## src/rtl/spi_pkg.sv

```systemverilog
// -----------------------------------------------------------------------------
// spi_pkg
// Shared definitions for the SPI transmit feeder slice.
//   BYTE_W         : width of one queued/transmitted byte
//   GAP_CNT_W      : width of the inter-byte gap counter (GAP_CYCLES <= 255)
//   feeder_state_e : state encoding of the feeder sequencer
//   gap_last()     : terminal value of the gap counter for a given gap length
// -----------------------------------------------------------------------------
package spi_pkg;

  localparam int BYTE_W    = 8;
  localparam int GAP_CNT_W = 8;

  typedef logic [BYTE_W-1:0] byte_t;

  typedef enum logic [2:0] {
    IDLE = 3'd0,
    LOAD = 3'd1,
    REQ  = 3'd2,
    XFER = 3'd3,
    GAP  = 3'd4
  } feeder_state_e;

  // The gap counter starts at zero on GAP entry, so the last GAP cycle is the
  // one where the counter equals gap_cycles-1. A zero-length gap never enters
  // GAP at all, so its terminal value is irrelevant and pinned to zero.
  function automatic logic [GAP_CNT_W-1:0] gap_last(input int gap_cycles);
    logic [GAP_CNT_W-1:0] last;
    last = '0;
    if (gap_cycles > 0) begin
      last = GAP_CNT_W'(gap_cycles - 1);
    end
    return last;
  endfunction

endpackage

```

## src/rtl/spi_byte_fifo.sv

```systemverilog
// -----------------------------------------------------------------------------
// spi_byte_fifo
// Synchronous byte FIFO with first-word-fall-through read data.
// Parameters:
//   DEPTH   : number of byte entries, power of two in 2..256
// Ports:
//   clk     : system clock, all state on the rising edge
//   reset   : synchronous active-high reset (pointers and occupancy cleared)
//   wr_en   : write strobe, accepted only when not full
//   wr_data : byte to store
//   rd_en   : pop strobe, honoured only when not empty
//   rd_data : byte at the head of the queue (valid while empty=0)
//   full    : DEPTH bytes stored
//   empty   : no bytes stored
//   count   : current occupancy, 0..DEPTH
// -----------------------------------------------------------------------------
module spi_byte_fifo
  import spi_pkg::*;
#(
  parameter int DEPTH = 16
) (
  input  logic                     clk,
  input  logic                     reset,
  input  logic                     wr_en,
  input  logic [BYTE_W-1:0]        wr_data,
  input  logic                     rd_en,
  output logic [BYTE_W-1:0]        rd_data,
  output logic                     full,
  output logic                     empty,
  output logic [$clog2(DEPTH):0]   count
);

  localparam int PTR_W = $clog2(DEPTH);
  localparam int CNT_W = PTR_W + 1;

  logic [BYTE_W-1:0] mem_q [DEPTH];
  logic [BYTE_W-1:0] mem_d [DEPTH];
  logic [PTR_W-1:0]  wr_ptr_q, wr_ptr_d;
  logic [PTR_W-1:0]  rd_ptr_q, rd_ptr_d;
  logic [CNT_W-1:0]  count_q,  count_d;
  logic              push;
  logic              pop;

  assign full    = (count_q == CNT_W'(DEPTH));
  assign empty   = (count_q == '0);
  assign count   = count_q;
  assign rd_data = mem_q[rd_ptr_q];

  // A write while full and a pop while empty are both silently ignored, so
  // the storage and pointers can never be corrupted by a misbehaving caller.
  assign push = wr_en && !full;
  assign pop  = rd_en && !empty;

  // Next-state for storage, pointers and occupancy. DEPTH is a power of two,
  // so the pointers wrap modulo DEPTH simply by overflowing their width.
  // A simultaneous push and pop leaves the occupancy unchanged.
  always_comb begin
    mem_d    = mem_q;
    wr_ptr_d = wr_ptr_q;
    rd_ptr_d = rd_ptr_q;
    count_d  = count_q;

    if (push) begin
      mem_d[wr_ptr_q] = wr_data;
      wr_ptr_d        = wr_ptr_q + PTR_W'(1);
    end

    if (pop) begin
      rd_ptr_d = rd_ptr_q + PTR_W'(1);
    end

    case ({push, pop})
      2'b10:   count_d = count_q + CNT_W'(1);
      2'b01:   count_d = count_q - CNT_W'(1);
      default: count_d = count_q;
    endcase
  end

  // Storage needs no reset: a cleared occupancy makes stale entries
  // unreachable until they are overwritten by fresh writes.
  always_ff @(posedge clk) begin
    mem_q <= mem_d;
  end

  // Pointer and occupancy registers; reset wins over any write or pop in the
  // same cycle, which is what discards queued bytes and ignores wr_en.
  always_ff @(posedge clk) begin
    if (reset) begin
      wr_ptr_q <= '0;
      rd_ptr_q <= '0;
      count_q  <= '0;
    end else begin
      wr_ptr_q <= wr_ptr_d;
      rd_ptr_q <= rd_ptr_d;
      count_q  <= count_d;
    end
  end

endmodule

```

## src/rtl/spi_tx_feeder.sv

```systemverilog
// -----------------------------------------------------------------------------
// spi_tx_feeder
// Queues bytes and hands them one at a time to an SPI leader transmitter,
// using its send/busy handshake and enforcing an idle gap between bytes.
// Parameters:
//   DEPTH      : FIFO depth in bytes, power of two in 2..256
//   GAP_CYCLES : idle clk cycles held in GAP after each transfer (0..255)
// Ports:
//   clk      : system clock, all logic on the rising edge
//   reset    : synchronous active-high reset
//   wr_data  : byte to queue
//   wr_en    : write strobe, one byte per cycle, dropped while full
//   full     : FIFO holds DEPTH bytes
//   empty    : FIFO holds zero bytes
//   count    : FIFO occupancy
//   tx_data  : byte presented to the transmitter datain
//   tx_send  : start request to the transmitter
//   overflow : sticky "write dropped while full" flag (optional, see below)
//   tx_busy  : transmitter busy flag
// Build option:
//   SPI_TX_FEEDER_OVERFLOW_FLAG_EN : when defined, adds the overflow output
//   and its sticky flag; when undefined neither exists.
// -----------------------------------------------------------------------------
module spi_tx_feeder
  import spi_pkg::*;
#(
  parameter int DEPTH      = 16,
  parameter int GAP_CYCLES = 8
) (
  input  logic                     clk,
  input  logic                     reset,
  input  logic [BYTE_W-1:0]        wr_data,
  input  logic                     wr_en,
  output logic                     full,
  output logic                     empty,
  output logic [$clog2(DEPTH):0]   count,
  output logic [BYTE_W-1:0]        tx_data,
  output logic                     tx_send,
`ifdef SPI_TX_FEEDER_OVERFLOW_FLAG_EN
  output logic                     overflow,
`endif
  input  logic                     tx_busy
);

  localparam logic [GAP_CNT_W-1:0] GAP_LAST = gap_last(GAP_CYCLES);

  feeder_state_e          state_q,   state_d;
  logic [BYTE_W-1:0]      tx_data_q, tx_data_d;
  logic [GAP_CNT_W-1:0]   gap_cnt_q, gap_cnt_d;
  logic                   fifo_pop;
  logic [BYTE_W-1:0]      fifo_head;

  spi_byte_fifo #(
    .DEPTH (DEPTH)
  ) u_fifo (
    .clk     (clk),
    .reset   (reset),
    .wr_en   (wr_en),
    .wr_data (wr_data),
    .rd_en   (fifo_pop),
    .rd_data (fifo_head),
    .full    (full),
    .empty   (empty),
    .count   (count)
  );

  // Sequencer next-state and outputs.
  // The FIFO is only ever popped in LOAD, and LOAD is only entered from IDLE
  // with a non-empty FIFO; nothing else pops, so the head byte is guaranteed
  // valid when it is captured. tx_data is only written in LOAD, which keeps
  // the byte stable for the whole REQ/XFER handshake even while new writes
  // keep arriving behind it.
  always_comb begin
    state_d   = state_q;
    tx_data_d = tx_data_q;
    gap_cnt_d = gap_cnt_q;
    fifo_pop  = 1'b0;
    tx_send   = 1'b0;

    case (state_q)
      IDLE: begin
        if (!empty && !tx_busy) begin
          state_d = LOAD;
        end
      end

      LOAD: begin
        fifo_pop  = 1'b1;
        tx_data_d = fifo_head;
        state_d   = REQ;
      end

      // Hold the request until the transmitter shows it has started; a
      // transmitter that never goes busy simply keeps us here.
      REQ: begin
        tx_send = 1'b1;
        if (tx_busy) begin
          state_d = XFER;
        end
      end

      XFER: begin
        if (!tx_busy) begin
          gap_cnt_d = '0;
          if (GAP_CYCLES == 0) begin
            state_d = IDLE;
          end else begin
            state_d = GAP;
          end
        end
      end

      // The counter starts at zero on entry, so GAP lasts exactly
      // GAP_CYCLES cycles before returning to IDLE.
      GAP: begin
        if (gap_cnt_q == GAP_LAST) begin
          gap_cnt_d = '0;
          state_d   = IDLE;
        end else begin
          gap_cnt_d = gap_cnt_q + GAP_CNT_W'(1);
        end
      end

      default: begin
        state_d = IDLE;
      end
    endcase
  end

  // Sequencer registers. Reset returns to IDLE, which drops tx_send on the
  // next cycle regardless of what the transmitter is doing; a transfer that
  // was in flight is abandoned and its trailing busy is ignored because IDLE
  // only reacts to a non-empty FIFO.
  always_ff @(posedge clk) begin
    if (reset) begin
      state_q   <= IDLE;
      tx_data_q <= '0;
      gap_cnt_q <= '0;
    end else begin
      state_q   <= state_d;
      tx_data_q <= tx_data_d;
      gap_cnt_q <= gap_cnt_d;
    end
  end

  assign tx_data = tx_data_q;

`ifdef SPI_TX_FEEDER_OVERFLOW_FLAG_EN
  logic overflow_q, overflow_d;

  // Sticky record of any write that arrived while the FIFO was full; only
  // reset clears it.
  always_comb begin
    overflow_d = overflow_q;
    if (wr_en && full) begin
      overflow_d = 1'b1;
    end
  end

  always_ff @(posedge clk) begin
    if (reset) begin
      overflow_q <= 1'b0;
    end else begin
      overflow_q <= overflow_d;
    end
  end

  assign overflow = overflow_q;
`endif

endmodule

```

## config.mk

```make
export PLATFORM = sky130hd
export DESIGN_NAME = spi_tx_feeder
export DESIGN_NICKNAME = d
export VERILOG_FILES = /design/src/rtl/spi_pkg.sv /design/src/rtl/spi_byte_fifo.sv /design/src/rtl/spi_tx_feeder.sv
export SDC_FILE = /design/constraint.sdc
export NUM_CORES = 1
export LEC_CHECK = 0
export CAP_MARGIN = 20
export CORE_MARGIN = 8
export CORE_UTILIZATION = 47
export DETAILED_ROUTE_END_ITERATION = 16
export PLACE_DENSITY = 0.6
export SLEW_MARGIN = 20
export SYNTH_ARGS = -nofsm -noshare
export SYNTH_HDL_FRONTEND = slang
export SYNTH_SLANG_ARGS = --single-unit
export TNS_END_PERCENT = 10
```

## constraint.sdc

```tcl
create_clock -name clk -period 6.5 [get_ports clk]
set_input_delay 1.3 -clock clk [delete_from_list [all_inputs] [get_ports clk]]
set_output_delay 1.3 -clock clk [all_outputs]
set_load 0.03 [all_outputs]
```

== Word-level counts from Yosys, hierarchy flattened ==
Index checks and enable logic that the tools add are counted.
Widths: inputs -> output; s select.
Storage, ports and cells
  register bits after elaboration: 160
  bits in latches: 0
  memory bits (writable): 0
  bits in read-only memories: 0
  word-level logic and storage cells: 74
  memories: 0
Operators by class
  $add $sub $neg: 5
  $mul: 0
  div/mod/pow operators: 0
  order comparisons: 3
  equality and inequality tests: 12
  shift operators: 0
  mux-type cells: 17
  bitwise operators: 2
  reductions and logical operators: 13
Operator list (count)
  $bwmux 128: 1
  $mux 8: 5
  $bmux 8 s4: 1
  $demux 8 s4: 1
  $pmux 8 s2: 1
  $pmux 3 s5: 1
  $mux 3: 4
  $ge 5x5->1 const B: 2
  $not 4->5: 2
  $pmux 5 s2: 1
  $add 4x1->4 const B: 2
  $add 8x1->8 const B: 1
  $eq 8x3->1 const B: 1
  $ne 2x2->1 const B: 4
  $eq 3x2->1 const B: 2
  $add 5x1->5 const B: 1
  $eq 5x5->1 const B: 1
  $logic_not 5->1: 1
  $lt 5x1->1 const B: 1
  $sub 5x1->5 const B: 1
  $logic_and 1x1->1: 4
  $reduce_and 4->1: 1
  $reduce_bool 2->1: 2
  $eq 3x1->1 const B: 1
  7 further kinds: 10

== Longest topological paths before layout ==
Gate-level depths: netlist of the first run.
  depth after elaboration: 6
  depth in mapped cells: 13

== By module ==
From an unflattened synthesis of the first run, not the netlist that was laid out.
Unflattened totals
  cell total of the unflattened synthesis: 408
  area total of the unflattened synthesis: 6581.3 µm²
By module, submodules not included
  spi_byte_fifo: instances 1, cells each 310, area each 5671.7 µm²
  spi_tx_feeder: instances 1, cells each 98, area each 909.6 µm²

== Worst setup path after synthesis of the first run ==
OpenSTA, ideal clock, no wires.
  path kind: in2reg
  start point: input wr_en
  end point: register u_fifo.count_q[4], in the netlist u_fifo.count[4]
  arrival time: 3062 ps
  setup slack: 3317 ps
  stages: 10
  buffers on the path: 1
  path through: o21a_1 -> inv_1 -> ha_1 -> clkbuf_1 -> xor2_1 -> ha_1 -> a21oi_1 -> a22oi_1 -> a31oi_1 -> mux2_2
Between the ends
  longest elaborated chain between the ends: 3
  elaborated cells between the ends (all ways): 5
  those cells by class: 2 x eq/ne; 1 x mux; 2 x reduce/logical
Ends and longest elaborated chain
  from (decl): RTL line spi_tx_feeder.sv:33  | input logic wr_en,
  $logic_and 1x1->1 (*): RTL line spi_byte_fifo.sv:51  | assign push = wr_en && !full;
  $eq 2x1->1 or $eq 2x2->1 (tied branches): RTL line spi_byte_fifo.sv:72  | case ({push, pop})
  $pmux 5 s2 or $reduce_bool 2->1 (tied branches)
  to (signal assigned): RTL line spi_byte_fifo.sv:95  | count_q <= count_d;
  to (decl): RTL line spi_byte_fifo.sv:40  | logic [CNT_W-1:0] count_q, count_d;
Mark *: on every way between the ends. The rest lies on a longest branch, timed or not.
A chain may end at the register's enable or synchronous reset.

== Final worst setup path of the first run ==
  start point: register u_fifo.count_q[2], in the netlist u_fifo.count[2]
  end point: output empty
Between the ends
  longest elaborated chain between the ends: 1
Ends and longest elaborated chain
  $logic_not 5->1: RTL line spi_byte_fifo.sv:45  | assign empty = (count_q == '0);
  to (decl): RTL line spi_tx_feeder.sv:35  | output logic empty,
No other way between the ends.

==> results of run 1 <==
==> through the flow <==
step	cells	worst slack, ns	hold WS, ns
floorplan	415	3.32	0.451
global placement	606	2.72	0.471
detailed placement	606	2.68	0.472
CTS	638	2.76	0.492
global route	638	2.66	0.521
finish	638	2.80	0.495
==> worst paths after layout <==
check,startpoint,endpoint,slack [ns],depth (start not counted)
hold / removal,gap_cnt_q[7]$_SDFFE_PP0P_,gap_cnt_q[7]$_SDFFE_PP0P_,0.50,1
setup reg to reg,u_fifo.count[2]$_SDFFE_PP0P_,u_fifo.count[4]$_SDFFE_PP0P_,3.38,10
hold reg to reg,gap_cnt_q[7]$_SDFFE_PP0P_,gap_cnt_q[7]$_SDFFE_PP0P_,0.50,1
setup / recovery,u_fifo.count[2]$_SDFFE_PP0P_,empty,2.80,3
==> logic make-up after synthesis <==
kind of cell,Yosys count,synth area share
buf+inv,35,0.0263
compound gates,58,0.0671
mux,46,0.122
simple gates,97,0.0773
fa+ha+maj,9,0.0170
flops,160,0.677
xor+xnor,10,0.0132
==> sequential cells by signal, indices dropped and copies added (netlist names) <==
name and count:
u_fifo.mem_q 128, gap_cnt_q 8, tx_data 8, u_fifo.count 5
u_fifo.rd_ptr_q 4, u_fifo.wr_ptr_q 4, state_q 3
==> final cells by class <==
type	count	area, um^2	area share
inverter	12	45.0	0.00590
clock buffer	17	425	0.0558
clock inverter	15	158	0.0207
timing repair buffer	34	323	0.0423
sequential	160	4490	0.588
multi-input combinational	220	1970	0.258
tap	180	225	0.0295
==> power by group through the flow <==
stage          clock (mW)  sequential, mW  combinational, mW
3_3_place_gp            0            1.17              0.171
3_5_place_dp            0            1.17              0.173
6_report            0.975            1.14              0.170
5_1_grt              1.04            1.15              0.186
2_1_floorplan           0            1.17              0.103
4_1_cts              1.00            1.14              0.173
==> layer usage <==
metal	wire [um]	share of wire
met1	5910	0.45
met2	6380	0.49
met3	656	0.050
met4	119	0.0091
met5	0	0
==> worst max-delay path, stage by stage (launching register included) <==
cell and delay (ns):
dfxtp_1 0.41, or4_1 0.68, nor2_1 0.20, clkdlybuf4s50_1 0.70
==> cell usage in the layout, fill, tap and decap left out, types with 3 or more instances in the layout <==
cell             Yosys  layout
edfxtp_1           128     128
clkdlybuf4s50_1      0      27
a221o_1              8       8
a2111oi_0            8       8
o211ai_1             3       3
mux4_1               7       7
mux4_2              17      17
a22oi_1              3       3
nor2b_1              9       9
clkbuf_16            0      17
or4_1                3       3
nor3_1               9       9
xor2_1               8       8
dfxtp_1             32      30
a311oi_1             5       5
a21oi_1              7       7
mux2_2              18      18
nor2_1              36      36
mux2i_1              4       4
buf_4                1       7
inv_1               12      12
a31oi_1              3       3
inv_6                0       5
nand2b_1             7       7
a211oi_1             5       5
and3_1               5       5
nor3b_1              3       3
o22ai_1              5       5
o21ai_0              4       4
nand2_1             10      10
ha_1                 9       9
clkinv_2             0       3
==> metrics.cfg, run 1 <==
[place]
place_hpwl_mm = 8.17
dpl_cell_area_um2 = 7050
gp_congestion = 0.746
port_buffers = 27

[synth]
synth_most_common_cell = edfxtp_1
ys_top_cells_by_area = edfxtp_1 (58%), dfxtp_1 (9.7%), mux4_2 (5.8%)
seq_area_frac_synth = 0.677
synth_nets = 436
synth_edf_count = 128
ys_seq_elements = 160
synth_top_area_cell = edfxtp_1
async_reset_ff_frac = 0
syn_inst = 415
synth_area_um2 = 6620
synth-main-ff-cell = edfxtp_1
synth_area_per_cell_um2 = 16.0
ys_types = 53
yosysTopAreaCellShare = 0.580
synth_top_cells_by_count = edfxtp_1 (128), nor2_1 (36), dfxtp_1 (32)
yosys_warnings = 0

[floorplanning]
num_io_pins = 28
initial_core_util = 0.479
fp.dieH_um = 135
die_width_um = 135
die_area_um2 = 18100
row_count = 43
core_area_um2 = 13800

[global_routing]
grt_pass1_wl_mm = 20.7
grt_max_degree = 52
use_met2 = 0.233
met3_usage = 0.0438
grt.total_usage = 0.154
gr-max-usage-layer = met2
grt_pass1_vias = 3533
antenna_found_initial = 0
grt_use_met1 = 0.209
globalRouteOverflowTotal = 0

[final_layout]
fin_util = 0.552
final_area_um2 = 7630
drive_above_1_share = 0.175
nFillCells = 1064
nets = 466
areaGrowthSynthToFinish_pct = 15.2
num_antenna_cells = 0

[critical_path]
crit_required_ns = 5.20
startpoint_type = register
critPathKind = register to primary output
arrival_ns = 2.40
path_max_fanout = 11
worst_setup_path_end_kind = primary output

[sta]
setup_violations = 0
max_slew_margin = 0.320
rsz0062_at_grt = false
fin_skew_ns = 0.00908
min_period_ns = 3.70
fmax_mhz = 270
finalHoldViolations = 0
fin_crit_sh = 0.570
tightest_slew_ns = 1.01
drv_slew = 0
fin_tns_setup_ns = 0

[run]
maxCapViolCount = 0

[clocking]
postCtsHoldBufs = 0
post_cts_resized = 0
cts_tree = yes
cts_made_buffers = 17
clkSlewWorstSetupHoldPaths_ns = 0.06
cts_root_buf = clkbuf_16
clk_path_buf_depth = 2
clock_latency_ns = 0.42
htreeDepth = 4
clock_sinks = 160
post_cts_buffers = 0

[detailed_routing]
routed_wl_mm = 13.1
dr.pass1.iters = 5
drc = 0
vias = 3645
drtIter0Drc = 206
post_drt_wl_per_cell_um = 20.5
vias_per_cell = 5.71
ant_nets = 0

[power]
p_total_mw = 2.29
p_per_area_nw_per_um2 = 300
p_sw_frac = 0.227
p_sw_mw = 0.520
leakage_nw = 2.50
internal_power_mw = 1.77
power.share.clock = 0.426
ir_worst_vdd_mv = 0.225
pwr-share-seq = 0.500
combinationalPowerShare = 0.074

[min_path]
hold_path_class = register to register

[outcome]
status = complete, no violations

(Power assumes the default switching activity.)
==> inputs of run 2 (changes only) <==
==> constraint.sdc (replaced) <==
create_clock -name clk -period 3.65 [get_ports clk]
set_input_delay 0.73 -clock clk [delete_from_list [all_inputs] [get_ports clk]]
set_output_delay 0.73 -clock clk [all_outputs]
set_load 0.03 [all_outputs]
==> metrics.cfg, run 2 (synthesis gave the netlist of run 1 again) <==
[outcome]
status = complete, no violations

[final_layout]
num_antenna_cells = 0
largest_reg_flops = 128
nets = 478
layout_common_cells = edfxtp_1 (128), nor2_1 (36), dfxtp_1 (30)
areaGrowthSynthToFinish_pct = 16.4
mostFrequentLayoutCell = edfxtp_1
fin_util = 0.557
drive_above_1_share = 0.196
regMostFlops = u_fifo.mem_q
final_area_um2 = 7710

[critical_path]
cp_cell_sequence = or4_1 > nor2_1 > clkdlybuf4s50_1
path_max_fanout = 11
cpLargestDelayFamily = simple AND/OR/NAND/NOR gates
crit_path_end = empty
rr_startpoint = u_fifo.count[2]$_SDFFE_PP0P_
critPathKind = register to primary output
rr_endpoint = u_fifo.count[4]$_SDFFE_PP0P_
arrival_ns = 2.46
path_depth = 3
cp.buffers_inverters = 1
startpoint_type = register
worst_setup_path_end_kind = primary output
r2r_slack_ns = 0.53
crit_required_ns = 2.92
cp_slowest_stage_delay_ns = 0.71
crit_slowest_cell = clkdlybuf4s50_1
worst_r2r_path_depth = 10
startpoint = u_fifo.count[2]$_SDFFE_PP0P_

[sta]
fin_skew_ns = 0.00688
min_period_ns = 3.19
fin_crit_sh = 0.874
worst_slack_ns = 0.459
setup_violations = 0
max_slew_margin = 0.276
fmax_mhz = 313
tightest_slew_ns = 1.08
rsz0062_at_grt = false
fin_tns_setup_ns = 0
finalHoldViolations = 0
drv_slew = 0

[power]
ir_worst_vdd_mv = 0.354
p_per_area_nw_per_um2 = 521
p_total_mw = 4.02
leakage_nw = 2.56

[global_routing]
globalRouteOverflowTotal = 0
grt_pass1_wl_mm = 20.8
antenna_found_initial = 0
grt_max_degree = 34
grt.total_usage = 0.154
grt_pass1_vias = 3710

[clocking]
cts_root_buf = clkbuf_16
clk_path_buf_depth = 2
clkSlewWorstSetupHoldPaths_ns = 0.06
htreeDepth = 4
cts_made_buffers = 17
post_cts_resized = 0
postCtsHoldBufs = 0
clock_latency_ns = 0.42
cts_tree = yes
post_cts_buffers = 0
clock_sinks = 160

[floorplanning]
row_count = 43
die_width_um = 135
die_area_um2 = 18100
initial_core_util = 0.479
core_area_um2 = 13800
num_io_pins = 28
fp.dieH_um = 135

[min_path]
hold_path_class = register to register
hp-start = gap_cnt_q[7]$_SDFFE_PP0P_

[place]
port_buffers = 27
gp_congestion = 0.765
place_hpwl_mm = 8.45
dpl_cell_area_um2 = 7150
pre_cts_ws_ns = 0.407

[detailed_routing]
ant_nets = 0
vias = 3634
dr.pass1.iters = 4
post_drt_wl_per_cell_um = 20.1
vias_per_cell = 5.59
routed_wl_mm = 13.1
drc = 0
drtIter0Drc = 192

[run]
maxCapViolCount = 0

## run 2: changes by cell type in the layout (fill, tap and decap cells not counted)
cell        delta
buf_12         +1
buf_4         +11
bufinv_16      -2
clkbuf_1       +1
clkbuf_8       +4
clkinv_1       -1
clkinvlp_4     -1
inv_8          -1
## run 2: worst min path at each step
stage | end | slack, ns | depth (start not counted)
detailed placement | gap_cnt_q[7]$_SDFFE_PP0P_ | 0.48 | 1
finish | gap_cnt_q[7]$_SDFFE_PP0P_ | 0.50 | 1
global placement | gap_cnt_q[7]$_SDFFE_PP0P_ | 0.47 | 1
CTS | gap_cnt_q[7]$_SDFFE_PP0P_ | 0.49 | 1
floorplan | gap_cnt_q[7]$_SDFFE_PP0P_ | 0.45 | 1
global route | gap_cnt_q[7]$_SDFFE_PP0P_ | 0.53 | 1
## run 2: routing by layer
metal / vias to the layer above / GRT usage / wire length [um]
met5: - / 0 / 0
met4: 0 / 0.0493 / 97
met3: 7 / 0.0442 / 578
met2: 63 / 0.246 / 6540
met1: 1838 / 0.198 / 5870
li1: 1726 / - / -
## run 2: through the flow
stage | hold WS (ns) | instances
after floorplan | 0.451 | 415
after global placement | 0.471 | 618
after detailed placement | 0.479 | 618
after CTS | 0.492 | 650
after global routing | 0.530 | 650
final | 0.499 | 650
## run 2: final cells by class
type                            count  area [um^2]
Clock buffer                       22          484
Multi-Input combinational cell    220         1970
Inverter                           12         45.0
Tap cell                          180          225
Clock inverter                     10         75.1
Timing Repair Buffer               46          425
Sequential cell                   160         4490
Fill cell                        1079         6120
## run 2: power breakdown
| part | switching [mW] | internal [mW] | leakage (nW) |
|---|---|---|---|
| clock | 0.715 | 0.951 | 0.278 |
| sequential | 0.0405 | 2.01 | 1.42 |
| combinational | 0.168 | 0.134 | 0.868 |
